**src/rtl/mem_access_unit_pkg.sv**
```systemverilog
// Shared definitions for the memory-stage access unit: ALU opcodes,
// datapath width, FSM state encoding and byte-enable constants.
package mem_access_unit_pkg;

    localparam int REG_SIZE = 32;

    localparam logic [7:0] ALUOP_LDB = 8'h30;
    localparam logic [7:0] ALUOP_LDW = 8'h31;
    localparam logic [7:0] ALUOP_STB = 8'h32;
    localparam logic [7:0] ALUOP_STW = 8'h33;

    localparam logic [3:0] BE_WORD = 4'b1111;
    localparam logic [3:0] BE_BYTE = 4'b0001;

    typedef enum logic [1:0] {
        MEM_STATE_IDLE = 2'd0,
        MEM_STATE_BUSY = 2'd1,
        MEM_STATE_DONE = 2'd2
    } memState_e;

    function automatic logic isMemOp(input logic [7:0] op);
        return (op == ALUOP_LDB) || (op == ALUOP_LDW) ||
               (op == ALUOP_STB) || (op == ALUOP_STW);
    endfunction

    function automatic logic isWordOp(input logic [7:0] op);
        return (op == ALUOP_LDW) || (op == ALUOP_STW);
    endfunction

    function automatic logic isLoadOp(input logic [7:0] op);
        return (op == ALUOP_LDB) || (op == ALUOP_LDW);
    endfunction

endpackage

```
**src/rtl/mem_access_unit_if.sv**
```systemverilog
// Data-memory request/acknowledge port. The access unit is the master,
// the memory (or its model) is the slave.
interface mem_access_unit_if;
    import mem_access_unit_pkg::*;

    logic                req;
    logic                we;
    logic [REG_SIZE-1:0] addr;
    logic [3:0]          be;
    logic [REG_SIZE-1:0] wdata;
    logic                ack;
    logic [REG_SIZE-1:0] rdata;

    modport master (
        output req, we, addr, be, wdata,
        input  ack, rdata
    );

    modport slave (
        input  req, we, addr, be, wdata,
        output ack, rdata
    );

endinterface

```
**src/rtl/mem_access_unit_load_extract.sv**
```systemverilog
// Selects the addressed byte lane of a read word and extends it to the
// full register width. Kept separate so unsigned/halfword loads can be
// added later without touching the access FSM.
module mem_access_unit_load_extract
    import mem_access_unit_pkg::*;
(
    input  logic [1:0]          lane_i,
    input  logic [7:0]          op_i,
    input  logic [REG_SIZE-1:0] word_i,
    output logic [REG_SIZE-1:0] data_o
);

    logic [7:0] byteSel;

    // Pick the little-endian byte lane, then sign-extend for byte loads.
    always_comb begin
        byteSel = word_i[8*lane_i +: 8];
        data_o  = word_i;
        if (op_i == ALUOP_LDB) begin
            data_o = {{(REG_SIZE-8){byteSel[7]}}, byteSel};
        end
    end

endmodule

```
**src/rtl/mem_access_unit.sv**
```systemverilog
// Memory-stage access unit: turns a load/store aluop into a single
// req/ack transaction, steers byte lanes, stalls the pipeline while the
// access is outstanding, and reports misaligned word accesses and timeouts.
module mem_access_unit
    import mem_access_unit_pkg::*;
#(
    parameter int TIMEOUT_CYCLES = 64
) (
    input  logic                clk_i,
    input  logic                reset_i,
    input  logic [7:0]          aluop_i,
    input  logic                valid_i,
    input  logic [REG_SIZE-1:0] addr_i,
    input  logic [REG_SIZE-1:0] wdata_i,
    output logic                stall_o,
    output logic [REG_SIZE-1:0] rdata_o,
    output logic                rdata_valid_o,
    output logic                misalign_o,
    output logic                bus_error_o,
    mem_access_unit_if.master   mem
);

    localparam int               CNT_W    = (TIMEOUT_CYCLES > 1) ? $clog2(TIMEOUT_CYCLES) : 1;
    localparam logic [CNT_W-1:0] CNT_LAST = CNT_W'(TIMEOUT_CYCLES - 1);

    memState_e           state_q, state_d;
    logic [CNT_W-1:0]    timeoutCnt_q, timeoutCnt_d;
    logic                memReq_q, memReq_d;
    logic                memWe_q, memWe_d;
    logic [REG_SIZE-1:0] memAddr_q, memAddr_d;
    logic [3:0]          memBe_q, memBe_d;
    logic [REG_SIZE-1:0] memWdata_q, memWdata_d;
    logic [7:0]          op_q, op_d;
    logic [1:0]          lane_q, lane_d;
    logic [REG_SIZE-1:0] rdata_q, rdata_d;
    logic                rdataValid_q, rdataValid_d;
    logic                misalign_q, misalign_d;
    logic                busError_q, busError_d;

    logic                accept;
    logic                aligned;
    logic [REG_SIZE-1:0] loadData;

    // A new op is taken only when the unit is free; DONE counts as free so
    // back-to-back accesses lose no cycle.
    assign accept  = valid_i && isMemOp(aluop_i) &&
                     ((state_q == MEM_STATE_IDLE) || (state_q == MEM_STATE_DONE));
    assign aligned = !isWordOp(aluop_i) || (addr_i[1:0] == 2'b00);
    assign stall_o = !reset_i && ((accept && aligned) || (state_q == MEM_STATE_BUSY));

    assign mem.req       = memReq_q;
    assign mem.we        = memWe_q;
    assign mem.addr      = memAddr_q;
    assign mem.be        = memBe_q;
    assign mem.wdata     = memWdata_q;
    assign rdata_o       = rdata_q;
    assign rdata_valid_o = rdataValid_q;
    assign misalign_o    = misalign_q;
    assign bus_error_o   = busError_q;

    mem_access_unit_load_extract u_load_extract (
        .lane_i (lane_q),
        .op_i   (op_q),
        .word_i (mem.rdata),
        .data_o (loadData)
    );

    // Next-state logic: launch, hold, complete or abort the memory access.
    always_comb begin
        state_d      = state_q;
        timeoutCnt_d = timeoutCnt_q;
        memReq_d     = memReq_q;
        memWe_d      = memWe_q;
        memAddr_d    = memAddr_q;
        memBe_d      = memBe_q;
        memWdata_d   = memWdata_q;
        op_d         = op_q;
        lane_d       = lane_q;
        rdata_d      = rdata_q;
        rdataValid_d = 1'b0;
        misalign_d   = 1'b0;
        busError_d   = 1'b0;

        case (state_q)
            MEM_STATE_IDLE, MEM_STATE_DONE: begin
                state_d = MEM_STATE_IDLE;
                if (accept && aligned) begin
                    state_d      = MEM_STATE_BUSY;
                    timeoutCnt_d = '0;
                    memReq_d     = 1'b1;
                    memWe_d      = !isLoadOp(aluop_i);
                    memAddr_d    = {addr_i[REG_SIZE-1:2], 2'b00};
                    op_d         = aluop_i;
                    lane_d       = addr_i[1:0];
                    if (aluop_i == ALUOP_STB) begin
                        memBe_d    = BE_BYTE << addr_i[1:0];
                        memWdata_d = {(REG_SIZE/8){wdata_i[7:0]}};
                    end else if (aluop_i == ALUOP_STW) begin
                        memBe_d    = BE_WORD;
                        memWdata_d = wdata_i;
                    end else begin
                        memBe_d    = BE_WORD;
                        memWdata_d = '0;
                    end
                end else if (accept) begin
                    misalign_d = 1'b1;
                end
            end
            MEM_STATE_BUSY: begin
                if (mem.ack) begin
                    state_d      = MEM_STATE_DONE;
                    memReq_d     = 1'b0;
                    rdata_d      = isLoadOp(op_q) ? loadData : rdata_q;
                    rdataValid_d = isLoadOp(op_q);
                end else if (timeoutCnt_q == CNT_LAST) begin
                    state_d    = MEM_STATE_IDLE;
                    memReq_d   = 1'b0;
                    busError_d = 1'b1;
                end else begin
                    timeoutCnt_d = timeoutCnt_q + 1'b1;
                end
            end
            default: begin
                state_d  = MEM_STATE_IDLE;
                memReq_d = 1'b0;
            end
        endcase
    end

    // State and output registers; reset clears everything immediately.
    always_ff @(posedge clk_i or posedge reset_i) begin
        if (reset_i) begin
            state_q      <= MEM_STATE_IDLE;
            timeoutCnt_q <= '0;
            memReq_q     <= 1'b0;
            memWe_q      <= 1'b0;
            memAddr_q    <= '0;
            memBe_q      <= '0;
            memWdata_q   <= '0;
            op_q         <= '0;
            lane_q       <= '0;
            rdata_q      <= '0;
            rdataValid_q <= 1'b0;
            misalign_q   <= 1'b0;
            busError_q   <= 1'b0;
        end else begin
            state_q      <= state_d;
            timeoutCnt_q <= timeoutCnt_d;
            memReq_q     <= memReq_d;
            memWe_q      <= memWe_d;
            memAddr_q    <= memAddr_d;
            memBe_q      <= memBe_d;
            memWdata_q   <= memWdata_d;
            op_q         <= op_d;
            lane_q       <= lane_d;
            rdata_q      <= rdata_d;
            rdataValid_q <= rdataValid_d;
            misalign_q   <= misalign_d;
            busError_q   <= busError_d;
        end
    end

endmodule

```
**src/flat_wrapper.sv**
```systemverilog
// flat-port wrapper written by rule: the top's interface ports become plain ports
module mem_access_unit_flat import mem_access_unit_pkg::*;
#(
    parameter int TIMEOUT_CYCLES = 64
)
  (clk_i, reset_i, aluop_i, valid_i, addr_i, wdata_i, stall_o, rdata_o, rdata_valid_o, misalign_o, bus_error_o, mem_req, mem_we, mem_addr, mem_be, mem_wdata, mem_ack, mem_rdata);
  mem_access_unit_if mem_i ();
  input  logic clk_i;
  input  logic reset_i;
  input  logic [7:0] aluop_i;
  input  logic valid_i;
  input  logic [REG_SIZE-1:0] addr_i;
  input  logic [REG_SIZE-1:0] wdata_i;
  output logic stall_o;
  output logic [REG_SIZE-1:0] rdata_o;
  output logic rdata_valid_o;
  output logic misalign_o;
  output logic bus_error_o;
  output wire logic [$bits(mem_i.req)-1:0] mem_req;
  output wire logic [$bits(mem_i.we)-1:0] mem_we;
  output wire logic [$bits(mem_i.addr)-1:0] mem_addr;
  output wire logic [$bits(mem_i.be)-1:0] mem_be;
  output wire logic [$bits(mem_i.wdata)-1:0] mem_wdata;
  input wire logic [$bits(mem_i.ack)-1:0] mem_ack;
  input wire logic [$bits(mem_i.rdata)-1:0] mem_rdata;
  assign mem_req = mem_i.req;
  assign mem_we = mem_i.we;
  assign mem_addr = mem_i.addr;
  assign mem_be = mem_i.be;
  assign mem_wdata = mem_i.wdata;
  assign mem_i.ack = mem_ack;
  assign mem_i.rdata = mem_rdata;
  mem_access_unit #(.TIMEOUT_CYCLES(TIMEOUT_CYCLES)) u_core (.clk_i(clk_i), .reset_i(reset_i), .aluop_i(aluop_i), .valid_i(valid_i), .addr_i(addr_i), .wdata_i(wdata_i), .stall_o(stall_o), .rdata_o(rdata_o), .rdata_valid_o(rdata_valid_o), .misalign_o(misalign_o), .bus_error_o(bus_error_o), .mem(mem_i));
endmodule
```
**config.mk**
```make
export PLATFORM = sky130hd
export DESIGN_NAME = mem_access_unit_flat
export DESIGN_NICKNAME = d
export VERILOG_FILES = /design/src/rtl/mem_access_unit_pkg.sv /design/src/rtl/mem_access_unit_if.sv /design/src/rtl/mem_access_unit_load_extract.sv /design/src/rtl/mem_access_unit.sv /design/src/flat_wrapper.sv
export SDC_FILE = /design/constraint.sdc
export NUM_CORES = 1
export LEC_CHECK = 0
export ABC_CLOCK_PERIOD_IN_PS = 4100
export BUFFER_PORTS_ARGS = -buffer_cell sky130_fd_sc_hd__buf_2
export CAP_MARGIN = 5
export CORE_UTILIZATION = 35
export DETAILED_ROUTE_END_ITERATION = 10
export MAX_ROUTING_LAYER = met4
export PLACE_DENSITY = 0.65
export RECOVER_POWER = 100
export SKIP_LAST_GASP = 1
export SLEW_MARGIN = 15
export SYNTH_ARGS = -nofsm -noshare
export SYNTH_HDL_FRONTEND = slang
export SYNTH_SLANG_ARGS = --single-unit
```
**constraint.sdc**
```tcl
create_clock -name clk_i -period 4.1 [get_ports clk_i]
set_input_delay 0 -clock clk_i [delete_from_list [all_inputs] [get_ports clk_i]]
set_output_delay 0 -clock clk_i [all_outputs]
set_load 0.03 [all_outputs]
```
# After elaboration in Yosys (flattened, before gate mapping)
# Cells that the tools add are included.
# classes
addsub	1
eq_ne	13
mux	24
shifts	2
reduce_logical	23
# ops
op	n
$mux W32	3
$eq A8 B6 Y1 const B	6
$shiftx A32 B6 Y8	1
$mux W6	3
$mux W1	12
$pmux W6 S2	1
$logic_or A1 B1 Y1	8
$add A6 B1 Y6 const B	1
$eq A6 B6 Y1 const B	1
$logic_and A1 B1 Y1	4
$logic_not A2 Y1	2
$mux W2	2
$mux W4	1
$ne A2 B2 Y1 const B	2
$pmux W2 S2	1
$reduce_and A2 Y1	2
$reduce_and A4 Y1	1
$shl A1 B2 Y4 const A	1
$logic_not A1 Y1	3
$ne A3 B3 Y1 const B	1
$reduce_and A3 Y1	1
$eq A2 B1 Y1 const B	1
$eq A2 B2 Y1 const B	1
$ne A2 B1 Y1 const B	1
other kinds (3)	3
# word_totals
reg_bits	121
wordCells	76
output_inout_bits	106

# Depth between registers and ports, before layout
# depth
word_depth	9
depth_mapped	7
depth_no_buf	5

# Modules after synthesis
# Synthesis repeated with hierarchy kept, for this count alone.
# unflattened
hier_cells	521
area_unflattened_um2	5681.7
# modules_own_cells
mod	n_inst	area_per_inst_um2	seq_area_each_um2	cells_per_inst
mem_access_unit	1	5157.4	3027.9	459
mem_access_unit_load_extract	1	524.3	0.0	62

# Worst setup path before layout
# OpenSTA, ideal clock, no wires.
# synth_path
kind	reg-to-reg
start	register u_core.timeoutCnt_q[0]
end	register u_core.timeoutCnt_q[3]
synth_period_minus_slack_ps	1586
slack_ps	2514
required_time_ps	4022
arrival_ps	1508
path_buffers	0
stages_incl_launch_ff	6
cell_sequence	dfrtp_1 > ha_1 > nand3_1 > nor2_1 > or4_1 > a21oi_1
# synth_between
elab_chain_cells	4
elab_cells_between_ends	7
classes_between	add/sub: 1; eq/ne: 2; mux: 3; reduce/logical: 1
# synth_lines
element	line	source
start, declared	mem_access_unit.sv:27	logic [CNT_W-1:0] timeoutCnt_q, timeoutCnt_d;
start signal, assigned	mem_access_unit.sv:148	timeoutCnt_q <= timeoutCnt_d;
$add A6 B1 Y6	mem_access_unit.sv:120	timeoutCnt_d = timeoutCnt_q + 1'b1;
$mux W6	mem_access_unit.sv:115	end else if (timeoutCnt_q == CNT_LAST) begin
$mux W6	mem_access_unit.sv:110	if (mem.ack) begin
$pmux W6 S2	mem_access_unit.sv:84	case (state_q)
# Parallel ways exist; a longest one is shown, timed or not. The select of a mux whose other input is x is not followed.
# A chain may end at the register's enable or synchronous reset.

# Worst setup path in the final report
# layout_path
start	register u_core.state_q[0]
end	output port stall_o
# layout_between
elab_chain_cells	6
elab_cells_between_ends	8
classes_between	eq/ne: 2; reduce/logical: 6
# layout_lines
element	line	source
start, declared	mem_access_unit.sv:26	memState_e state_q, state_d;
start signal, assigned	mem_access_unit.sv:147	state_q <= state_d;
$eq A2 B2 Y1 / $logic_not A2 Y1 (equally long branches)	mem_access_unit.sv:47	((state_q == MEM_STATE_IDLE) || (state_q == MEM_STATE_DONE));
$logic_or A1 B1 Y1	mem_access_unit.sv:47	
$logic_and A1 B1 Y1	mem_access_unit.sv:46	assign accept = valid_i && isMemOp(aluop_i) &&
$logic_and A1 B1 Y1	mem_access_unit.sv:49	assign stall_o = !reset_i && ((accept && aligned) || (state_q == MEM_STATE_BUSY));
$logic_or A1 B1 Y1 *	mem_access_unit.sv:49	
$logic_and A1 B1 Y1 *	mem_access_unit.sv:49	
end, declared	flat_wrapper.sv:14	output logic stall_o;
# Every way passes the cells marked *; elsewhere a longest branch is shown, timed or not.

==> flow_summary.rst <==
.. list-table::
   :header-rows: 1

   * - Metric
     - Value
   * - Unrepaired setup endpoints after global routing
     - no
   * - Synth-to-Final Area Change
     - 49.39%
   * - Share of synthesized area spent on multiplexers
     - 0.03497
   * - Fin crit share
     - 0.7076
   * - DRC violations left
     - 0
   * - 1st-pass router iterations
     - 5
   * - Total count of hold-check failures in the final report
     - 0
   * - Total vias in the final route
     - 5075
   * - Number of ports placed on the die boundary
     - 214
   * - Mean instance size in the synthesized netlist
     - 9.890 sq um
   * - Overflow after GRT
     - 0
   * - Clock-pin slew of the registers on the worst-case setup and hold paths
     - 50 ps
   * - Final Hold Slack
     - 16.43 ps
   * - Share of synthesized cell area in and, or, nand and nor gates
     - 0.1848
   * - Power Dens Cells
     - 403.8 nW/um^2
   * - Initial core utilization
     - 0.3655
   * - Top fanout value on the critical path
     - 34
   * - NumNets Final
     - 929
   * - Worst setup slack after layout
     - 1199 ps
   * - CTS Sinks
     - 121
   * - Multi-input logic area
     - 1922 sq um
   * - Max-slew violation total from the final report
     - 63
   * - Top-area cell type share of the netlist area
     - 0.5877
   * - Post-placement worst setup slack
     - 1795 ps
   * - Initial DRC Count
     - 449
   * - Crit Reg-Reg Endpoint
     - u_core.mem.wdata[8]$_DFFE_PP0P_
   * - Clock latency reported for the late side of the worst-skew pair
     - 410 ps
   * - Source of the worst hold timing path
     - aluop_i[1]
   * - Core box area
     - 14100 sq um
   * - Vias in the first global route
     - 5059
   * - Status
     - finished with violations
   * - Global-route wire length before repair
     - 24.59 mm
   * - Top cell by count, worst path
     - sky130_fd_sc_hd__nor2_1
   * - Buffers from clock root to sink, at most
     - 2
   * - Non-filler cells in the finished layout
     - 1012
   * - Antenna violations before repair
     - 0
   * - Number of enable-type register cells in the synthesized netlist
     - 0
   * - List of cells traversed by the critical path
     - and2b_1, o2111a_1, clkbuf_1, nor2_1, nor2_1, buf_2
   * - Path depth of the worst reg2reg path
     - 4
   * - Number of setup violations in the final report
     - 0
   * - Slowest library cell on the worst path
     - sky130_fd_sc_hd__clkbuf_1
   * - FMAX
     - 344.7 MHz
   * - Overall global routing resource usage
     - 0.2199
   * - Inst Count DP
     - 882
   * - TritonCTS Buffers
     - 17
   * - Transition time at the pin with the least slew margin
     - 2000 ps
   * - Hold Path End
     - u_core.mem.be[1]$_DFFE_PP0P_
   * - Total Die Area
     - 15210 sq um
   * - Die span in y
     - 123.3 microns
   * - Synth Area in Adders
     - 0.002428
   * - Layout Skew
     - 11.59 ps
   * - Average routed wire per standard cell
     - 15.58 microns
   * - Type of element capturing the critical path
     - output pin
   * - Cell area after technology mapping
     - 5152 sq um
   * - Area fraction in compound gates after synthesis
     - 0.1493
   * - Netlist cell types
     - 41
   * - Violated checks
     - capacitance limit, slew limit
   * - Flip-flop and latch count after synthesis
     - 121
   * - Number of inserted diodes
     - 0
   * - Critical Path AT
     - 2900 ps
   * - Port bufs
     - 211
   * - Die boundary width
     - 123.3 microns
   * - Required time reported for the critical path endpoint
     - 4100 ps
   * - Post_cts resized
     - 0
   * - Antenna Nets Post-Route
     - 0
   * - Count of synthesis-stage warnings from yosys
     - 0
   * - Worst slew margin
     - -0.3349
   * - Pin count of the biggest net entering global routing
     - 72
   * - Share of synthesized flip-flops with an asynchronous set or reset
     - 1.000
   * - Kind of start point of the critical path
     - flip-flop
   * - Post-synthesis instance total
     - 521
   * - Hold Path Cell Cnt
     - 4
   * - Worst r2r src
     - u_core.state_q[0]$_DFFE_PP0P_
   * - Critical Setup Path Class
     - flip-flop to output pin
   * - Post-CTS Setup Inserts
     - 0
   * - Gate family responsible for the most delay along the worst path
     - buffers and inverters
   * - Proportion of synthesized chip area in sequential cells
     - 0.5877
   * - Clock H-tree levels
     - 4
   * - Routed vias/inst
     - 5.015
   * - Predominant post-synthesis flop cell
     - sky130_fd_sc_hd__dfrtp_1
   * - Buffers and inverters on the worst path
     - 2
   * - Seq. cell area
     - 3028 sq um
   * - Max stage delay on crit path
     - 1150 ps
   * - TNS Setup
     - 0 ps
   * - Proportion of layout cells with a drive suffix above 1
     - 0.1851
   * - Detailed placement HPWL
     - 9.912 mm
   * - Post-Synth XOR/XNOR Area
     - 0
   * - Number of max-cap violations
     - 2
   * - Reg2reg setup slack
     - 1370 ps
   * - Hold/Removal Path Class
     - primary input to flip-flop
   * - Max IR drop VDD
     - 0.2609 mV
   * - Cells taking the most area after synthesis
     - sky130_fd_sc_hd__dfrtp_1 59%, sky130_fd_sc_hd__nand2_1 11%, sky130_fd_sc_hd__a21oi_1 5.4%
   * - Main combinational cell family by area after synthesis
     - simple AND/OR/NAND/NOR gates
   * - Total number of placement rows
     - 43
   * - Static leakage power
     - 0.003742 uW
   * - Filler cell count in the final layout
     - 1265
   * - Post-detailed-routing wire length
     - 15.77 mm
   * - CTS Hold Buffers Added
     - 99
   * - Final critical-path required period
     - 2901 ps
   * - Largest area contributor in the netlist
     - sky130_fd_sc_hd__dfrtp_1
   * - Cell at the root of the clock tree
     - sky130_fd_sc_hd__clkbuf_16
   * - Global placement routability congestion
     - 0.8834
   * - CTS tree
     - built
logic make-up (layout without fill, tap and decap cells):
group	Yosys count	count (layout)
simple gates	225	225
compound gates	122	122
flops	121	121
buf+inv	43	353
mux	8	8
fa+ha+maj	1	1
other cells	1	2
metrics by stage:
stage	area, sq um	power [uW]	utilization
2_1_floorplan	5156	1544	-
3_3_place_gp	6315	1681	0.4480
3_5_place_dp	6315	1688	0.4480
4_1_cts	7851	3143	0.5570
5_1_grt	7697	3241	0.5461
6_report	7697	3108	0.5461
flip-flops by register name, indices dropped and copies added (netlist names), 2 cells and up:
signal / cells
u_core.rdata_o: 32
u_core.mem.wdata: 32
u_core.mem.be: 4
u_core.state_q: 2
u_core.timeoutCnt_q: 6
u_core.lane_q: 2
u_core.op_q: 8
u_core.mem.addr: 30
placed cells by master (no fill, tap or decap), types with 2 or more instances in the layout:
cell type	count
sky130_fd_sc_hd__dlygate4sd3_1	99
sky130_fd_sc_hd__nor3_1	3
sky130_fd_sc_hd__nor2b_1	9
sky130_fd_sc_hd__dfrtp_1	121
sky130_fd_sc_hd__o22ai_1	7
sky130_fd_sc_hd__buf_4	3
sky130_fd_sc_hd__clkbuf_1	106
sky130_fd_sc_hd__clkinv_2	5
sky130_fd_sc_hd__or4_1	2
sky130_fd_sc_hd__a21oi_1	56
sky130_fd_sc_hd__o31ai_1	27
sky130_fd_sc_hd__o211ai_1	2
sky130_fd_sc_hd__a21o_1	2
sky130_fd_sc_hd__a22o_1	8
sky130_fd_sc_hd__buf_2	107
sky130_fd_sc_hd__nand2b_1	2
sky130_fd_sc_hd__clkinvlp_4	4
sky130_fd_sc_hd__nor2_1	33
sky130_fd_sc_hd__and2_0	4
sky130_fd_sc_hd__inv_1	5
sky130_fd_sc_hd__o21ai_0	14
sky130_fd_sc_hd__clkbuf_16	17
sky130_fd_sc_hd__mux4_2	8
sky130_fd_sc_hd__nand3_1	8
sky130_fd_sc_hd__nand2_1	155
sky130_fd_sc_hd__conb_1	2
metal layers:
metal,GRT usage,vias to the layer above,part of all wire
li1,-,2364,-
met1,0.2681,2399,0.41
met2,0.3401,266,0.49
met3,0.06319,46,0.072
met4,0.09488,0,0.028
met5,-,-,0
synthesized netlist by cell type, types with 2 or more instances:
cell                       instances
sky130_fd_sc_hd__o211ai_1          2
sky130_fd_sc_hd__o31ai_1          27
sky130_fd_sc_hd__nand3_1           8
sky130_fd_sc_hd__o22ai_1           7
sky130_fd_sc_hd__nor3_1            3
sky130_fd_sc_hd__buf_4             4
sky130_fd_sc_hd__o21ai_0          14
sky130_fd_sc_hd__nand2b_1          2
sky130_fd_sc_hd__inv_1             5
sky130_fd_sc_hd__nor2_1           33
sky130_fd_sc_hd__or4_1             2
sky130_fd_sc_hd__mux4_2            8
sky130_fd_sc_hd__a21o_1            2
sky130_fd_sc_hd__dfrtp_1         121
sky130_fd_sc_hd__buf_2            17
sky130_fd_sc_hd__and2_1            5
sky130_fd_sc_hd__nor2b_1           9
sky130_fd_sc_hd__clkbuf_1         13
sky130_fd_sc_hd__nand2_1         155
sky130_fd_sc_hd__a22o_1            8
sky130_fd_sc_hd__a21oi_1          56
worst reg2reg max path, cell delays in order, from the launching register on:
cell	delay, ps
sky130_fd_sc_hd__dfrtp_1	410
sky130_fd_sc_hd__and2b_1	280
sky130_fd_sc_hd__o2111ai_1	930
sky130_fd_sc_hd__buf_4	670
sky130_fd_sc_hd__o31ai_1	350
area by class of cell:
class,count,share of cell area
inverters,7,0.003739
multi-input cells,358,0.2497
clock buffers,19,0.05754
flip-flops and latches,121,0.3934
repair buffers,315,0.2531
clock inverters,12,0.01333
well taps,180,0.02926
worst max path at each step:
stage	from	to	slack, ps	depth (start not counted)
6_report	u_core.state_q[0]$_DFFE_PP0P_	stall_o	1200	6
5_1_grt	aluop_i[0]	u_core.mem.wdata[8]$_DFFE_PP0P_	770	6
4_1_cts	u_core.op_q[0]$_DFFE_PP0P_	u_core.rdata_o[26]$_DFFE_PP0P_	1760	3
3_5_place_dp	u_core.op_q[0]$_DFFE_PP0P_	u_core.rdata_o[26]$_DFFE_PP0P_	1800	3
3_3_place_gp	aluop_i[0]	u_core.mem.wdata[8]$_DFFE_PP0P_	1890	5
2_1_floorplan	reset_i	u_core.bus_error_o$_DFF_PP0_	890	1
power by group:
part / internal [uW] / total, uW / switching, uW
clock: 841 / 1370 / 533
combinational: 180 / 432 / 252
sequential: 1250 / 1300 / 50.8
total: 2270 / 3110 / 835
(Power assumes the default switching activity.)
